[config.mk]
export PLATFORM = sky130hd
export DESIGN_NAME = tsb_bus_arbiter_flat
export DESIGN_NICKNAME = d
export VERILOG_FILES = /design/src/rtl/tsb_bus_arbiter_if.sv /design/src/rtl/tsb_bus_arbiter.sv /design/src/flat_wrapper.sv
export SDC_FILE = /design/constraint.sdc
export NUM_CORES = 1
export LEC_CHECK = 0
export BUFFER_PORTS_ARGS = -buffer_cell sky130_fd_sc_hd__buf_2
export CORE_MARGIN = 4
export CORE_UTILIZATION = 50
export DETAILED_ROUTE_END_ITERATION = 8
export GPL_ROUTABILITY_DRIVEN = 0
export PLACE_DENSITY = 0.79
export SETUP_SLACK_MARGIN = 0.15
export SLEW_MARGIN = 0
export SYNTH_ARGS = -nofsm -noshare
export SYNTH_HDL_FRONTEND = slang
export SYNTH_SLANG_ARGS = --single-unit
[constraint.sdc]
create_clock -name clk -period 2.7 [get_ports clk]
set_clock_uncertainty 0.2 [all_clocks]
set_input_delay 0.405 -clock clk [delete_from_list [all_inputs] [get_ports clk]]
set_output_delay 0.405 -clock clk [all_outputs]
set_load 0.05 [all_outputs]
[src/rtl/tsb_bus_arbiter_if.sv]
// Shared-bus handshake between the arbiter and its four requesters.
// master is the arbiter side, slave is the requester side.
interface tsb_bus_arbiter_if;
   logic [3:0] req;
   logic [3:0] gnt;
   logic [3:0] en;
   logic [1:0] sel;
   logic       busy;

   modport master (input req, output gnt, en, sel, busy);
   modport slave  (output req, input gnt, en, sel, busy);
endinterface

[src/rtl/tsb_bus_arbiter.sv]
// Four-way round-robin tristate bus arbiter.
// Grants are bounded by HOLD_MAX and separated by GAP cycles with all drivers off.
module tsb_bus_arbiter #(
   parameter int HOLD_MAX = 8,
   parameter int GAP      = 1
) (
   input  logic          clk,
   input  logic          rst_n,
   tsb_bus_arbiter_if.master bus
);
   localparam int CW = $clog2(HOLD_MAX + 1);
   localparam logic [CW-1:0] HOLD_LIM = CW'(HOLD_MAX);
   localparam logic [3:0]    GAP_LIM  = 4'(GAP);

   typedef enum logic [1:0] {IDLE, GRANT, TURN} state_t;

   state_t        state;
   logic [1:0]    ptr;
   logic [1:0]    sel_q;
   logic [3:0]    gnt_q;
   logic          busy_q;
   logic [CW-1:0] hold_cnt;
   logic [3:0]    gap_cnt;

   logic [3:0] rq;
   logic [1:0] win;
   logic       any;

   // Anything other than a clean 1 (X, Z, 0) counts as not requesting.
   always_comb begin
      rq = '0;
      for (int i = 0; i < 4; i++) rq[i] = (bus.req[i] === 1'b1);
   end

   // Scan from ptr+3 down to ptr so the lowest offset from ptr wins.
   always_comb begin
      any = |rq;
      win = ptr;
      for (int k = 3; k >= 0; k--)
         if (rq[ptr + 2'(k)]) win = ptr + 2'(k);
   end

   always_ff @(posedge clk or negedge rst_n) begin
      if (!rst_n) begin
         state    <= IDLE;
         ptr      <= '0;
         sel_q    <= '0;
         gnt_q    <= '0;
         busy_q   <= 1'b0;
         hold_cnt <= '0;
         gap_cnt  <= '0;
      end else begin
         case (state)
            IDLE: begin
               if (any) begin
                  state    <= GRANT;
                  gnt_q    <= 4'b0001 << win;
                  sel_q    <= win;
                  busy_q   <= 1'b1;
                  hold_cnt <= CW'(1);
               end
            end
            GRANT: begin
               // sel_q is the holder index while granted.
               if (!rq[sel_q] || hold_cnt == HOLD_LIM) begin
                  state    <= TURN;
                  ptr      <= sel_q + 2'd1;
                  gnt_q    <= '0;
                  sel_q    <= '0;
                  hold_cnt <= '0;
                  gap_cnt  <= 4'd1;
               end else begin
                  hold_cnt <= hold_cnt + CW'(1);
               end
            end
            TURN: begin
               if (gap_cnt == GAP_LIM) begin
                  gap_cnt <= '0;
                  if (any) begin
                     state    <= GRANT;
                     gnt_q    <= 4'b0001 << win;
                     sel_q    <= win;
                     hold_cnt <= CW'(1);
                  end else begin
                     state  <= IDLE;
                     busy_q <= 1'b0;
                  end
               end else begin
                  gap_cnt <= gap_cnt + 4'd1;
               end
            end
            default: begin
               state  <= IDLE;
               gnt_q  <= '0;
               sel_q  <= '0;
               busy_q <= 1'b0;
            end
         endcase
      end
   end

   // en and gnt come from the same flop so they can never disagree.
   assign bus.gnt  = gnt_q;
   assign bus.en   = gnt_q;
   assign bus.sel  = sel_q;
   assign bus.busy = busy_q;
endmodule

[src/flat_wrapper.sv]
// flat-port wrapper written by rule: the top's interface ports become plain ports
module tsb_bus_arbiter_flat 
#(
   parameter int HOLD_MAX = 8,
   parameter int GAP      = 1
)
  (clk, rst_n, bus_req, bus_gnt, bus_en, bus_sel, bus_busy);
  tsb_bus_arbiter_if bus_i ();
  input  logic clk;
  input  logic rst_n;
  input wire logic [$bits(bus_i.req)-1:0] bus_req;
  output wire logic [$bits(bus_i.gnt)-1:0] bus_gnt;
  output wire logic [$bits(bus_i.en)-1:0] bus_en;
  output wire logic [$bits(bus_i.sel)-1:0] bus_sel;
  output wire logic [$bits(bus_i.busy)-1:0] bus_busy;
  assign bus_i.req = bus_req;
  assign bus_gnt = bus_i.gnt;
  assign bus_en = bus_i.en;
  assign bus_sel = bus_i.sel;
  assign bus_busy = bus_i.busy;
  tsb_bus_arbiter #(.HOLD_MAX(HOLD_MAX), .GAP(GAP)) u_core (.clk(clk), .rst_n(rst_n), .bus(bus_i));
endmodule
==> summary.md <==
The run finished with clean final reports. The endpoint arrival time on the critical path was 2140 ps. The via count of the first global-routing pass was 833; the die boundary height was 55.1 microns. In this run the post-CTS setup repair buffer count came out at 0. The tree built by TritonCTS fans out to 19 sinks. Setup repair after global routing left no endpoint under its margin. The HPWL after detailed placement was 1.62 mm. By count the netlist is led by sky130_fd_sc_hd__dfrtp_1, sky130_fd_sc_hd__inv_1, sky130_fd_sc_hd__o21ai_0. The count of nets left with antenna violations once routing finished came out at 0.

The number of storage elements in the synthesis netlist works out to 19. The horizontal extent of the die is 55.1 microns, and the via count is 876. After synthesis the cells add up to 1110 sq um. Along the worst path, the maximum fanout reaches 7.

The max-capacitance violation count is 0. Entering global routing, the biggest net connects 20 pins. The top flip-flop cell by instance count after synthesis is sky130_fd_sc_hd__dfrtp_1. Cells fill 59.0% of the core in the end. The initial utilization of the core area, before any placement, comes to 54.2%.

The tools report the distinct cell type count of the synthesized netlist as 42. Counting every instance in the synthesized netlist gives 110. The final critical-path required period came out at 2160 ps. After routing, the total negative slack on setup checks comes to 0 ps. In the routed layout, each cell is associated on average with a via count of 5.76.

In the routed design, unresolved DRC markers number 0. Yosys attributes the largest share of cell area to sky130_fd_sc_hd__dfrtp_1, sky130_fd_sc_hd__ha_1, sky130_fd_sc_hd__o21ai_0. The critical path in this run is classified as flip-flop to flip-flop. The worst setup path is captured at a flip-flop.

The logs give 16 for the cell row count and 290 ps for the clock latency at the later pin of the worst-skew pair. Among all cell types in the netlist, the one instantiated most often is sky130_fd_sc_hd__dfrtp_1. The maximum frequency from static timing analysis is 0.464 GHz, and the final worst-path cycle share is 79.9%. The mean cell area of the mapped netlist is 10.1 sq um, and the post-cts resize count is 0. The number of primary I/O pins was 17; the measured slew at the worst slew-check pin was 467 ps. For the count of nets after finishing, the log shows 136. The top cell type by area accounts for 42.9% of the synthesized area. The final layout contains routed wiring with a total length of 2.09 mm.

Buffer cell driving the clock tree root: sky130_fd_sc_hd__clkbuf_4. The fraction of synthesis flops using an asynchronous set or reset pin was 100%. The hold buffer count at CTS was 1; the count of yosys warnings during synthesis was 0.

For the placeable core area, the log shows 2040 sq um. The all-layer global routing usage came out at 16.4%. The first global-routing pass estimated 3.57 mm of wire. The maximum level of the CTS H-tree is 1. The part of the Yosys area used for sequential elements is 42.9%. Power spread over the standard cell area amounts to 1240 nW/um^2. The final-layout fill cell count was 195; the mean routed wirelength per cell was 13.8 microns. The tools report the data required time at the worst endpoint as 2680 ps. Cell type with the highest aggregate area in the netlist: sky130_fd_sc_hd__dfrtp_1.

The worst setup path is launched from a flip-flop. The number of nets in the synthesized netlist is 120. TritonCTS built the clock tree. Number of antenna violations at the first check in global routing: 0. In this run, synthesis inferred 0 flip-flops with an integrated enable. Remaining max-slew budget at the tightest pin: 68.6%. The signed area change from the synthesized netlist to the final layout came out at 8.81%. The number of hold violations in the final report was 0.

The max-slew violation total from the final report is 0, and the number of buffer cells added on primary ports is 16. The logs give 0.567 nW for the static leakage and 3 for the number of buffers added by the clock tree synthesis step. For the leftover overflow at the end of global routing, the log shows 0. In this run the worst hold path is classified as flip-flop to flip-flop.

The number of antenna diodes in the final layout is 0. Count of final setup violators: 0. Of the cells placed in the final design, the portion with a size suffix greater than 1 is 24.0%. The worst-case IR drop observed on VDD is 0.000796 V. The number of violations reported at the end of detailed-routing iteration 0 was 14; the maximum count of clock buffers along a single path was 2.

The tools report the detailed-routing iteration count for the pre-antenna-repair pass as 4. The total die area came out at 3030 sq um. The clock-pin slew on the worst setup and hold paths works out to 100 ps.
==> routing by layer <==
| metal | track usage [%] | share of wire [%] | vias up |
|---|---|---|---|
| li1 | - | - | 432 |
| met1 | 22.5 | 48 | 424 |
| met2 | 25.8 | 49 | 16 |
| met3 | 2.68 | 2.8 | 4 |
| met4 | 6.88 | 0.76 | 0 |
| met5 | 0 | 0 | - |
==> worst max-delay path: stages (launching register included) <==
cell and delay, ps:
sky130_fd_sc_hd__dfrtp_1 460, sky130_fd_sc_hd__mux4_2 580, sky130_fd_sc_hd__and4_4 240, sky130_fd_sc_hd__a211o_4 340
sky130_fd_sc_hd__a22o_1 230
==> flip-flops by register name, summed over array words and instances (netlist names) <==
register,cells
u_core.bus.busy,1
u_core.bus.en,4
u_core.bus.sel,2
u_core.gap_cnt,4
u_core.hold_cnt,4
u_core.ptr,2
u_core.state,2
==> power by group <==
part | leakage, nW | switching, W | internal, W
sequential | 0.243 | 0.000119 | 0.000394
combinational | 0.309 | 0.000554 | 0.000291
clock | 0.0150 | 0.0000823 | 0.0000574
==> final timing paths <==
check | startpoint | to | cells after the start | slack (ps)
worst max register to register | u_core.bus.sel[0]$_DFFE_PN0P_ | u_core.bus.sel[1]$_DFFE_PN0P_ | 4 | 540
worst min register to register | u_core.bus.en[3]$_DFFE_PN0P_ | u_core.bus.en[3]$_DFFE_PN0P_ | 1 | 320
worst max-delay path | u_core.bus.sel[0]$_DFFE_PN0P_ | u_core.bus.sel[1]$_DFFE_PN0P_ | 4 | 540
min in group asynchronous | rst_n | u_core.gap_cnt[1]$_DFFE_PN0P_ | 2 | 370
worst min-delay path | u_core.bus.en[3]$_DFFE_PN0P_ | u_core.bus.en[3]$_DFFE_PN0P_ | 1 | 320
max in group asynchronous | rst_n | u_core.bus.sel[1]$_DFFE_PN0P_ | 2 | 1640
==> cell type report <==
class	count	area, sq um	area share, %
multi-input combinational	77	549	45.6
inverter	8	30.0	2.49
timing repair buffer	17	90.1	7.48
sequential	19	475	39.5
clock buffer	4	26.3	2.18
tap	27	33.8	2.80
==> stage by stage <==
step	hold slack [ps]	instance area, sq um	cells	power [W]	worst slack (ps)
after floorplan	-90.6	1110	110	0.00122	234
after global placement	162	1170	147	0.00134	534
after detailed placement	166	1170	147	0.00137	489
after CTS	320	1200	152	0.00151	542
after global routing	344	1200	152	0.00162	483
final	321	1200	152	0.00150	543
==> layout by cell type, fill, tap and decap left out, drive strengths merged, types with 2 or more instances in the layout <==
master   Yosys  final
dfrtp       19     19
buf          6     16
inv          8      8
o21ai        8      8
nand2        7      7
nor2         6      6
a21oi        5      5
nand3        4      4
ha           4      4
a22o         4      4
clkbuf       0      4
nand2b       3      3
o22ai        3      3
nor2b        2      2
nor3b        2      2
o211ai       2      2
o2bb2ai      2      2
a31oi        2      2
a211o        2      2
==> logic make-up (layout without fill, tap and decap cells) <==
| group | count (synthesis) | count (layout) | synth area share, % |
|---|---|---|---|
| adders and majority gates | 4 | 4 | 4.52 |
| DFF | 19 | 19 | 42.9 |
| and+or+nand+nor | 34 | 34 | 17.5 |
| muxes | 1 | 1 | 2.03 |
| AOI/OAI and AO/OA | 36 | 36 | 24.0 |
| buffers and inverters | 14 | 29 | 7.46 |
| xor gates and xnor gates | 2 | 2 | 1.58 |
No activity file was read; power rests on OpenSTA's default activity.
